`src/rtl/bootrom_arbiter.sv`:
```
// Two-master arbiter/sequencer in front of the synchronous boot ROM.
// Serialises m0/m1 reads, rejects m0 writes with an error pulse.
module bootrom_arbiter #(
  parameter int ADDR_W     = 13,
  parameter int FIXED_PRIO = 0,
  parameter int ERR_CNT_W  = 8
) (
  input  logic                 clk,
  input  logic                 resetn,
  input  logic                 m0_valid,
  input  logic [ADDR_W-1:0]    m0_addr,
  input  logic [3:0]           m0_wstrb,
  output logic                 m0_ready,
  output logic [31:0]          m0_rdata,
  output logic                 m0_err,
  input  logic                 m1_valid,
  input  logic [ADDR_W-1:0]    m1_addr,
  output logic                 m1_ready,
  output logic [31:0]          m1_rdata,
  output logic [ADDR_W-1:0]    rom_addr,
  output logic                 rom_enable,
  input  logic [31:0]          rom_rdata,
  output logic                 busy,
  output logic [ERR_CNT_W-1:0] wr_err_count
);

  typedef enum logic [1:0] {
    IDLE,
    ISSUE,
    DATA,
    ACK
  } state_t;

  localparam bit RR = (FIXED_PRIO == 0);

  state_t state;
  logic   grant;
  logic   last_grant;

  logic              pick_m1;
  logic              nxt_go;
  logic              nxt_m1;
  logic              nxt_wr;
  logic [ADDR_W-1:0] nxt_addr;

  always_comb begin
    pick_m1 = m1_valid;
    if (m0_valid && m1_valid)
      pick_m1 = RR ? ~last_grant : 1'b0;
  end

  // In ACK only the other master may be chained; the acked one is dropping valid.
  always_comb begin
    nxt_go = m0_valid | m1_valid;
    nxt_m1 = pick_m1;
    if (state == ACK) begin
      nxt_m1 = ~grant;
      nxt_go = grant ? m0_valid : m1_valid;
    end
    nxt_addr = nxt_m1 ? m1_addr : m0_addr;
    nxt_wr   = !nxt_m1 && (m0_wstrb != 4'h0);
  end

  always_ff @(posedge clk) begin
    if (!resetn) begin
      state        <= IDLE;
      grant        <= 1'b0;
      last_grant   <= 1'b1;
      m0_ready     <= 1'b0;
      m0_rdata     <= '0;
      m0_err       <= 1'b0;
      m1_ready     <= 1'b0;
      m1_rdata     <= '0;
      rom_addr     <= '0;
      rom_enable   <= 1'b0;
      busy         <= 1'b0;
      wr_err_count <= '0;
    end else begin
      m0_ready   <= 1'b0;
      m1_ready   <= 1'b0;
      m0_err     <= 1'b0;
      rom_enable <= 1'b0;
      unique case (state)
        IDLE, ACK: begin
          if (state == ACK)
            last_grant <= grant;
          if (nxt_go) begin
            grant    <= nxt_m1;
            rom_addr <= nxt_addr;
            busy     <= 1'b1;
            if (nxt_wr) begin
              state    <= ACK;
              m0_ready <= 1'b1;
              m0_err   <= 1'b1;
              m0_rdata <= '0;
              if (wr_err_count != '1)
                wr_err_count <= wr_err_count + ERR_CNT_W'(1);
            end else begin
              state      <= ISSUE;
              rom_enable <= 1'b1;
            end
          end else begin
            state <= IDLE;
            busy  <= 1'b0;
          end
        end
        ISSUE: begin
          state <= DATA;
        end
        DATA: begin
          state <= ACK;
          if (grant) begin
            m1_rdata <= rom_rdata;
            m1_ready <= 1'b1;
          end else begin
            m0_rdata <= rom_rdata;
            m0_ready <= 1'b1;
          end
        end
        default: begin
          state <= IDLE;
          busy  <= 1'b0;
        end
      endcase
    end
  end

endmodule

```
`config.mk`:
```
export PLATFORM = sky130hd
export DESIGN_NAME = bootrom_arbiter
export DESIGN_NICKNAME = d
export VERILOG_FILES = /design/src/rtl/bootrom_arbiter.sv
export SDC_FILE = /design/constraint.sdc
export NUM_CORES = 1
export LEC_CHECK = 0
export ABC_CLOCK_PERIOD_IN_PS = 2050
export CAP_MARGIN = 20
export CORE_MARGIN = 4
export CORE_UTILIZATION = 45
export CTS_CLUSTER_DIAMETER = 100
export DETAILED_ROUTE_END_ITERATION = 12
export PLACE_DENSITY_LB_ADDON = 0.08
export SYNTH_ARGS = -nofsm -noshare
export SYNTH_HDL_FRONTEND = slang
export SYNTH_SLANG_ARGS = --single-unit
export TNS_END_PERCENT = 10
```
`constraint.sdc`:
```
create_clock -name clk -period 2.05 [get_ports clk]
set_input_delay 0.205 -clock clk [delete_from_list [all_inputs] [get_ports clk]]
set_output_delay 0.205 -clock clk [all_outputs]
set_load 0.01 [all_outputs]
```
Word level (Yosys, flattened, before mapping). Cells that the tools add are included.

Bitwise logic cells: 3. Reduce and logical (&&, ||, !) cells: 15. Equal/unequal tests: 7. Mux-type cells: 19. Add/subtract/negate cells: 1.

Operators by type and width (number): $mux 32 (3); $pmux 32 s2 (1); $mux 13 (1); $mux 1 (10); $reduce_and 2->1 (5); $add 8x1->8 const B (1); $ne 8x8->1 const B (1); $reduce_and 4->1 (2); $ne 2x2->1 const B (3); $pmux 2 s3 (1); $eq 2x2->1 const B (2); $mux 2 (2); $reduce_bool 4->1 (1); $reduce_and 3->1 (1); $eq 2x1->1 const B (1); $logic_and 1x1->1 (2); $logic_not 2->1 (1); $not 1->1 (2); $pmux 1 s2 (1); $reduce_bool 2->1 (1); $reduce_or 2->1 (1); $logic_not 1->1 (1); $or 1x1->1 (1).

Flip-flop bits (word level): 94. Output and inout bits: 90.

Depth between registers and ports, before layout. Gate-level depths: netlist (run 1).

Depth after elaboration: 8. Depth in mapped cells: 9.

Worst setup path before layout (run 1). OpenSTA, ideal clock, no wires.

Path kind: register -> register. From: register state[0]. To: register m0_rdata[11]. Stages on the path, launching flop included: 9. Buffers on the path: 2. Setup slack: 231 ps. Data arrival time: 1697 ps. Clock period less this slack: 1819 ps. Path through: dfxtp_1 -> inv_1 -> ha_1 -> buf_2 -> clkinv_1 -> clkbuf_1 -> a32oi_1 -> a21boi_0 -> a221o_1.

Longest elaborated chain between the ends: 6. Elaborated cells between the ends (all ways): 14.

RTL lines: start, declared (RTL line 36) `state_t state;`; start signal, assigned (RTL line 66) `state <= IDLE;`; start signal, assigned (RTL line 92) `state <= ACK;`; start signal, assigned (RTL line 99) `state <= ISSUE;`; $eq 2x2->1 (RTL line 56, 83); $mux 1 (RTL line 56) `if (state == ACK) begin`; $logic_not 1->1 (RTL line 61) `nxt_wr = !nxt_m1 && (m0_wstrb != 4'h0);`; $logic_and 1x1->1 (RTL line 61); $ne 2x2->1 (no source line); $reduce_and 4->1 (no source line); end signal, assigned (RTL line 116) `m0_rdata <= rom_rdata;`; end, declared (RTL line 14) `output logic [31:0] m0_rdata,`.

Parallel ways exist; a longest one is shown, timed or not. A chain may end at the register's enable or synchronous reset.

Worst setup path in the final report (run 1).
From: register state[0]. To: register wr_err_count[2].

Longest elaborated chain between the ends: 5. Elaborated cells between the ends (all ways): 8.

RTL lines: $eq 2x2->1 (RTL line 56, 83); $mux 1 (RTL line 56); $logic_not 1->1 (RTL line 61); $logic_and 1x1->1 (RTL line 61); $reduce_and 4->1 (no source line) *; end signal, assigned (RTL line 97) `wr_err_count <= wr_err_count + ERR_CNT_W'(1);`; end, declared (RTL line 24) `output logic [ERR_CNT_W-1:0] wr_err_count`.

Mark *: on every way between the ends. The rest lies on a longest branch, timed or not.

==> results of run 1 <==
==> registers in the layout, summed over array words and instances (netlist names) <==
signal	count
m0_rdata	32
m1_rdata	32
rom_addr	13
wr_err_count	8
state	2
busy	1
grant	1
last_grant	1
m0_err	1
m0_ready	1
m1_ready	1
rom_enable	1
==> report_power, final <==
| group | internal [uW] | switching (uW) |
|---|---|---|
| Clock | 637 | 651 |
| Combinational | 1180 | 1190 |
| Sequential | 2140 | 230 |
==> Yosys cell counts (5+ instances only) <==
library cell  instances
nor2_1                5
inv_1                 5
a32oi_1              32
o21ai_0              15
clkbuf_1             20
dfxtp_1              94
a221o_1              32
nand2_1             103
mux2i_1               8
nand3_1              18
nor2b_1              22
nand2b_1              9
buf_2                16
a31oi_1              13
a21boi_0             45
==> final timing paths <==
| path | slack [ns] | startpoint | cells past startpoint | to |
|---|---|---|---|---|
| max | 0.1 | state[0]$_SDFF_PN0_ | 7 | wr_err_count[2]$_SDFFE_PN0P_ |
| min | 0.42 | m1_addr[11] | 3 | rom_addr[11]$_SDFFE_PN0P_ |
| max reg2reg | 0.1 | state[0]$_SDFF_PN0_ | 7 | wr_err_count[2]$_SDFFE_PN0P_ |
| min reg2reg | 0.46 | m1_rdata[29]$_SDFFE_PN0P_ | 2 | m1_rdata[29]$_SDFFE_PN0P_ |
==> final cells by class <==
class,instances,area (um2)
Inverter,6,22.5
Tap cell,129,161
Clock buffer,12,155
Clock inverter,4,53.8
Sequential cell,94,1880
Multi-Input combinational cell,342,2210
Timing Repair Buffer,180,1810
Fill cell,783,3000
==> through the flow <==
step	util [%]	total power (uW)	TNS (ns)	std cells	hold slack (ns)
2_1_floorplan	-	3570	0	483	0.344
3_3_place_gp	65.1	4680	-11.29	749	0.450
3_5_place_dp	65.5	4770	-0.937	751	0.456
4_1_cts	67.7	6070	0	767	0.404
5_1_grt	67.7	6370	-0.248	767	0.403
6_report	67.7	6020	0	767	0.419
==> kinds of logic after synthesis <==
logic type | after synthesis | synth area share [%]
and+or+nand+nor | 177 | 19.7
AOI/OAI and AO/OA | 153 | 28.5
DFF | 94 | 43.7
buffers and inverters | 47 | 5.09
muxes | 8 | 1.86
adders and majority gates | 4 | 1.16
==> metal layers <==
metal	part of all wire, %	GRT usage [%]	vias to the layer above	wire, um
met5	0	0	-	0
met4	1.2	5.27	0	146
met3	6.4	5.76	11	795
met2	48	35.8	140	6050
met1	44	27.3	2019	5480
li1	-	-	2072	-
==> critical path: cells and delay by family, from the launching register on <==
kind            cells  cell delay, ns
simple gates        2            0.68
flops               1            0.36
fa+ha+maj           1            0.33
mux                 1            0.22
buf+inv             2            0.20
compound gates      1            0.10
==> timing repair <==
item | 4_1_cts | 5_1_grt
endpoints found under the setup margin | 0 | 4
resized for setup | 0 | 0
endpoints found under the hold margin | 0 | 0
==> results.json, run 1 <==
{
  "worst_clock_skew_ns": 0.0173,
  "grt_antenna_before_repair": 0,
  "synth-seq-area-share_pct": 43.7,
  "cts_made_buffers": 9,
  "core_area_um2": 9280,
  "initial_core_util_pct": 46.3,
  "io_buffers": 155,
  "grt-ovfl-total": 0,
  "crit_path_end_kind": "flip-flop",
  "drive_gt1_share_pct": 7.99,
  "syn_area_per_cell_um2": 8.91,
  "crit_chain": "inv_1 > ha_1 > buf_4 > o21ai_0 > nand2b_1 > nor4b_1 > mux2i_1",
  "cts_tree": "built",
  "final_cell_mix": "154 x clkdlybuf4s50_1, 103 x nand2_1, 94 x dfxtp_1, 45 x a21boi_0",
  "wl_per_cell_um": 16.3,
  "diodes": 0,
  "first_pass_iters": 4,
  "num_rows": 35,
  "ant_nets": 0,
  "finalCritPeriodShare_pct": 95.2,
  "netlist_area_um2": 4300,
  "ys.flop_type": "dfxtp_1",
  "tightest_slew_ns": 0.709,
  "clock_sinks": 94,
  "fin_ws_ns": 0.0985,
  "cts_max_path_buffers": 2,
  "clock.fmax_mhz": 512,
  "grt_max_degree": 57,
  "crit_path_start_kind": "flip-flop",
  "drc": 0,
  "layout.nets": 703,
  "max-slew-margin-rel_pct": 52.6,
  "post_cts_buffers": 0,
  "syn2layout_area_growth_pct": 46.1,
  "dp_hpwl_mm": 8.67,
  "hold_class": "input port to flip-flop",
  "final_common_cell": "clkdlybuf4s50_1",
  "grt_pass1_wl_mm": 19.9,
  "finalSetupViolCount": 0,
  "syn_nets": 553,
  "wl_mm": 12.5,
  "globalplace.congestion": 0.752,
  "synth_edf_count": 0,
  "dpl_cell_area_um2": 6080,
  "final_area_um2": 6290,
  "crit_type": "flip-flop to flip-flop",
  "critPathMaxFanout": 6,
  "root_buffer": "clkbuf_8",
  "die-height_um": 106,
  "io_pins": 156,
  "drt_iter0_drc": 200,
  "p_per_area_nw_per_um2": 958,
  "cts_hold_buffers": 0,
  "timing.final.crit_period_ns": 1.95,
  "grtUsageTotal_pct": 21.4,
  "cp_slowest_stage_delay_ns": 0.41,
  "syn-instance-count": 483,
  "vias": 4242,
  "grt_pass1_vias": 4004,
  "cts.clk_slew.worst_paths_ns": 0.09,
  "insertion_delay_ns": 0.35,
  "crit_arrival_ns": 2.23,
  "die_x_um": 106,
  "required_ns": 2.32,
  "yosysWarnings": 0,
  "vdd_ir_drop_max_mv": 0.510,
  "pre_cts_ws_ns": -0.0585,
  "p_leak_uw": 0.00219,
  "cpMaxStageDelayCell": "nor4b_1",
  "drv_slew": 0,
  "status": "completed",
  "hold_viol_final": 0,
  "synthArstFlopShare_pct": 0,
  "rsz0062_at_grt": "true",
  "max-cap-violations": 0,
  "yosysUniqueCellTypes": 42,
  "dieArea_um2": 11200,
  "synth_top_cell_area_share_pct": 43.7,
  "yosysTopAreaCell": "dfxtp_1",
  "ys_top_cells_by_area": "dfxtp_1 44%, nand2_1 9.0%, a21boi_0 7.9%",
  "ys_ff_latch": 94,
  "drt-vias-per-instance": 5.53,
  "htreeDepth": 3
}
No activity file was read; power rests on OpenSTA's default activity.
==> run 2: changes to the inputs <==
ABC_CLOCK_PERIOD_IN_PS = 2100   (was 2050)
clock period = 2.1 ns   (was 2.05 ns; I/O delays follow)
==> run 2 against run 1 <==
Net effect: first-iteration DRC count grew 17%; critical path depth is the same; combinational power is essentially flat; non-clock buffer count shrank 1; utilization grew 0.54 points.
==> results.json, run 2 (same netlist as run 1, synthesis figures left out) <==
{
  "grt_antenna_before_repair": 0,
  "insertion_delay_ns": 0.36,
  "hold_class": "input port to flip-flop",
  "crit_path_end_kind": "flip-flop",
  "top_regs": "m0_rdata x32, m1_rdata x32, rom_addr x13",
  "cpMaxStageDelayCell": "ha_2",
  "fin_hold_ws_ns": 0.405,
  "cp_slowest_stage_delay_ns": 0.40,
  "dp_hpwl_mm": 8.69,
  "regArea_um2": 1880,
  "nFillCells": 778,
  "drive_gt1_share_pct": 8.95,
  "final_common_cell": "clkdlybuf4s50_1",
  "syn2layout_area_growth_pct": 47.3,
  "root_buffer": "clkbuf_8",
  "finalSetupViolCount": 0,
  "finalNonFillerCells": 766,
  "tightest_slew_ns": 0.523,
  "initial_core_util_pct": 46.3,
  "drv_slew": 0,
  "setup_tns_ns": 0,
  "die_x_um": 106,
  "finalCritPeriodShare_pct": 95.3,
  "grt_pass1_wl_mm": 20.4,
  "ant_nets": 0,
  "p_leak_uw": 0.00220,
  "gr-max-usage-layer": "met2",
  "layout.nets": 702,
  "grt_max_degree": 57,
  "clock_sinks": 94,
  "clock.fmax_mhz": 500,
  "first_pass_iters": 4,
  "globalplace.congestion": 0.757,
  "num_rows": 35,
  "core_area_um2": 9280,
  "crit_chain": "inv_1 > ha_2 > buf_4 > o21ai_0 > nand2b_2 > nor4_2 > mux2i_1",
  "final_cell_mix": "154 x clkdlybuf4s50_1, 103 x nand2_1, 94 x dfxtp_1, 45 x a21boi_0",
  "vias": 4265,
  "internal_power_uw": 3920,
  "hold_viol_final": 0,
  "htreeDepth": 3,
  "gr-usage-met2_pct": 36.7,
  "grt_pass1_vias": 4108,
  "max-slew-margin-rel_pct": 65.1,
  "cts.clk_slew.worst_paths_ns": 0.10,
  "drt-vias-per-instance": 5.57,
  "grtUsageMet1_pct": 27.6,
  "p_per_area_nw_per_um2": 947,
  "r2r_slack_ns": 0.1,
  "die-height_um": 106,
  "vdd_ir_drop_max_mv": 0.450,
  "crit_arrival_ns": 2.30,
  "cts_tree": "built",
  "dp.cells": 749,
  "seqPwrFrac_pct": 38.7,
  "multi_input_area_um2": 2240,
  "grt-ovfl-total": 0,
  "p_sw_share_pct": 34.6,
  "grtUsageTotal_pct": 22.3,
  "status": "completed",
  "io_buffers": 155,
  "max-cap-violations": 0,
  "dieArea_um2": 11200,
  "fin_total_pwr_uw": 6000,
  "wl_per_cell_um": 16.6,
  "crit_type": "flip-flop to flip-flop",
  "p_comb_share_pct": 38.8,
  "diodes": 0,
  "timing.final.crit_period_ns": 2.00,
  "drt_iter0_drc": 233,
  "worst_clock_skew_ns": 0.00913,
  "critPathMaxFanout": 6,
  "clkPwrFrac_pct": 22.4,
  "crit_path_start_kind": "flip-flop",
  "wl_mm": 12.7,
  "cts_made_buffers": 9,
  "drc": 0,
  "p_switching_uw": 2080,
  "final_util_pct": 68.3,
  "io_pins": 156,
  "gr-usage-met3_pct": 6.80,
  "required_ns": 2.40,
  "cts_max_path_buffers": 2
}
run 2: repair_timing:
item | in CTS | in global routing
gates resized for setup | 2 | 5
pin swaps | 0 | 1
hold buffers | 0 | 0
buffers inserted | 0 | 1
setup endpoints to repair | 19 | 17
run 2: power groups by stage:
stage	Clock [uW]	Sequential (uW)	Combinational [uW]
2_1_floorplan	0	2450	1030
3_5_place_dp	0	2350	2290
4_1_cts	1370	2320	2310
5_1_grt	1460	2370	2520
6_report	1350	2320	2330
3_3_place_gp	0	2340	2220
run 2: cell type report:
class                      instances  area share [%]
clock inverter                     7            1.54
timing repair buffer             179            28.5
sequential                        94            29.7
clock buffer                       9            1.95
tap                              129            2.55
multi-input combinational        342            35.4
inverter                           6           0.355
run 2: worst paths after layout:
path         cells past startpoint                       from                            to
max                              7        state[0]$_SDFF_PN0_  wr_err_count[4]$_SDFFE_PN0P_
max reg2reg                      7        state[0]$_SDFF_PN0_  wr_err_count[4]$_SDFFE_PN0P_
min reg2reg                      2  m1_rdata[28]$_SDFFE_PN0P_     m1_rdata[28]$_SDFFE_PN0P_
min                              3                 m0_addr[3]      rom_addr[3]$_SDFFE_PN0P_
run 2: through the flow:
step                worst slack (ns)  cell area, um2
floorplan                      0.281            4300
global placement              -0.313            6050
detailed placement            -0.196            6060
CTS                         -0.00101            6290
global route                 -0.0502            6340
finish                        0.0997            6340
run 2: worst max-delay path, delay by kind of cell, from the launching register on:
family          cells  cell delay [ns]
mux                 1             0.22
fa+ha+maj           1             0.40
simple gates        2             0.62
flops               1             0.37
compound gates      1             0.11
buf+inv             2             0.22
run 2: metal layers:
metal / up-vias / routed length [um]
li1: 2074 / -
met1: 2011 / 5540
met2: 158 / 6000
met3: 22 / 891
met4: 0 / 273
met5: - / 0
==> run 3: changes to the inputs <==
GPL_ROUTABILITY_DRIVEN = 0   (was unset)
SLEW_MARGIN = 20   (was unset)
==> run 3 against run 2 <==
Net effect: hold slack gained 0.0013 ns; worst setup slack gained 0.0054 ns; maximum frequency grew 0.27%; clock skew shrank 0.00075 ns; critical path depth shrank 1; clock power grew 3%; wire length grew 0.29%.
==> results.json, run 3 (same netlist as run 1, synthesis figures left out) <==
{
  "status": "completed",
  "grt_pass1_vias": 4219,
  "syn2layout_area_growth_pct": 47.5,
  "io_pins": 156,
  "dieArea_um2": 11200,
  "clock_sinks": 94,
  "drc": 0,
  "grt-ovfl-total": 0,
  "reg2reg_depth": 6,
  "wl_mm": 12.7,
  "fin_hold_ws_ns": 0.407,
  "drt_iter0_drc": 214,
  "finalSetupViolCount": 0,
  "crit_type": "flip-flop to flip-flop",
  "clock.fmax_mhz": 501,
  "diodes": 0,
  "crit_arrival_ns": 2.30,
  "hold_viol_final": 0,
  "first_pass_iters": 4,
  "cpMaxStageDelayCell": "nor3_4",
  "path_buf_inv": 1,
  "final_cell_mix": "154 x clkdlybuf4s50_1, 103 x nand2_1, 94 x dfxtp_1, 45 x a21boi_0",
  "htreeDepth": 3,
  "cts_tree": "built",
  "grt_antenna_before_repair": 0,
  "fin_ws_ns": 0.105,
  "final_area_um2": 6350,
  "drv_slew": 0,
  "max-cap-violations": 0,
  "tightest_slew_ns": 0.721,
  "hold_class": "input port to flip-flop",
  "grtUsageTotal_pct": 22.5,
  "layout.nets": 702,
  "top_regs": "m0_rdata x32, m1_rdata x32, rom_addr x13",
  "crit_chain": "ha_1 > nand3_1 > o21a_4 > nor3_4 > buf_8 > a221o_1",
  "vias": 4218,
  "dp_hpwl_mm": 8.75,
  "fin_total_pwr_uw": 6040,
  "required_ns": 2.40,
  "worst_clock_skew_ns": 0.00838,
  "crit_path_start_kind": "flip-flop",
  "path_depth": 6,
  "drive_gt1_share_pct": 8.95,
  "initial_core_util_pct": 46.3,
  "insertion_delay_ns": 0.36,
  "final_common_cell": "clkdlybuf4s50_1",
  "p_per_area_nw_per_um2": 952,
  "final_util_pct": 68.4,
  "finalCritPeriodShare_pct": 95.0,
  "grt_max_degree": 57,
  "cts_hold_buffers": 0,
  "ant_nets": 0,
  "p_leak_uw": 0.00220,
  "root_buffer": "clkbuf_8",
  "die_x_um": 106,
  "die-height_um": 106,
  "cp_slowest_stage_delay_ns": 0.62,
  "crit_path_end_kind": "flip-flop",
  "core_area_um2": 9280,
  "drt-vias-per-instance": 5.51,
  "cts_max_path_buffers": 2,
  "vdd_ir_drop_max_mv": 0.498,
  "cts_made_buffers": 9,
  "pre_cts_ws_ns": -0.204,
  "dpl_cell_area_um2": 6060,
  "io_buffers": 155,
  "max-slew-margin-rel_pct": 51.8,
  "num_rows": 35,
  "wl_per_cell_um": 16.6,
  "critPathMaxFanout": 17,
  "hold_depth": 3,
  "path_delay_family": "simple AND/OR/NAND/NOR gates",
  "grt_pass1_wl_mm": 20.7,
  "cts.clk_slew.worst_paths_ns": 0.10,
  "timing.final.crit_period_ns": 1.99
}
## run 3: changes by cell type in the layout (fill, tap and decap cells not counted)
| cell | change |
|---|---|
| clkbuf_8 | +1 |
| clkinv_2 | -1 |
| clkinv_4 | -1 |
| clkinvlp_4 | +1 |
| inv_6 | -1 |
| inv_8 | +1 |
## run 3: tightest hold or removal path: cells and delay by family
| family | cells | cell delay [ns] |
|---|---|---|
| AO/OA/AOI/OAI | 1 | 0.07 |
| buffers and inverters | 1 | 0.39 |
| AND/OR/NAND/NOR | 1 | 0.05 |
## run 3: layer usage
metal  wire length [um]  vias to the layer above  global-route usage (%)
met4                228                        0                    7.03
met3                714                       19                    5.63
met5                  0                        -                       0
met2               6150                      136                    38.5
met1               5660                     1990                    27.9
li1                   -                     2073                       -
## run 3: what timing repair did
action,4_1_cts,5_1_grt
pin swaps,0,1
buffers inserted,0,1
endpoints found under the setup margin,19,18
gates resized for setup,1,6
## run 3: worst paths after layout
path                                   from                        end  slack [ns]
setup / recovery        state[0]$_SDFF_PN0_  m0_rdata[24]$_SDFFE_PN0P_        0.11
hold / removal                   m0_addr[3]   rom_addr[3]$_SDFFE_PN0P_        0.41
setup reg to reg        state[0]$_SDFF_PN0_  m0_rdata[24]$_SDFFE_PN0P_        0.11
hold reg to reg   m1_rdata[28]$_SDFFE_PN0P_  m1_rdata[28]$_SDFFE_PN0P_        0.47
## run 3: cell type report
class | count | area (um2)
Fill cell | 778 | 2940
Multi-Input combinational cell | 342 | 2240
Sequential cell | 94 | 1880
Timing Repair Buffer | 179 | 1810
Tap cell | 129 | 161
Clock buffer | 10 | 138
Clock inverter | 6 | 93.8
Inverter | 6 | 22.5
## run 3: through the flow
stage	setup TNS, ns	instances
2_1_floorplan	0	483
3_3_place_gp	-9.94	748
3_5_place_dp	-3.41	749
4_1_cts	0	765
5_1_grt	-0.0366	766
6_report	0	766
## run 3: where the power goes
group	internal [uW]	leakage [uW]	total, uW	switching [uW]
Sequential	2090	0.000766	2330	238
Clock	711	0.000107	1390	674
Combinational	1160	0.00133	2330	1170
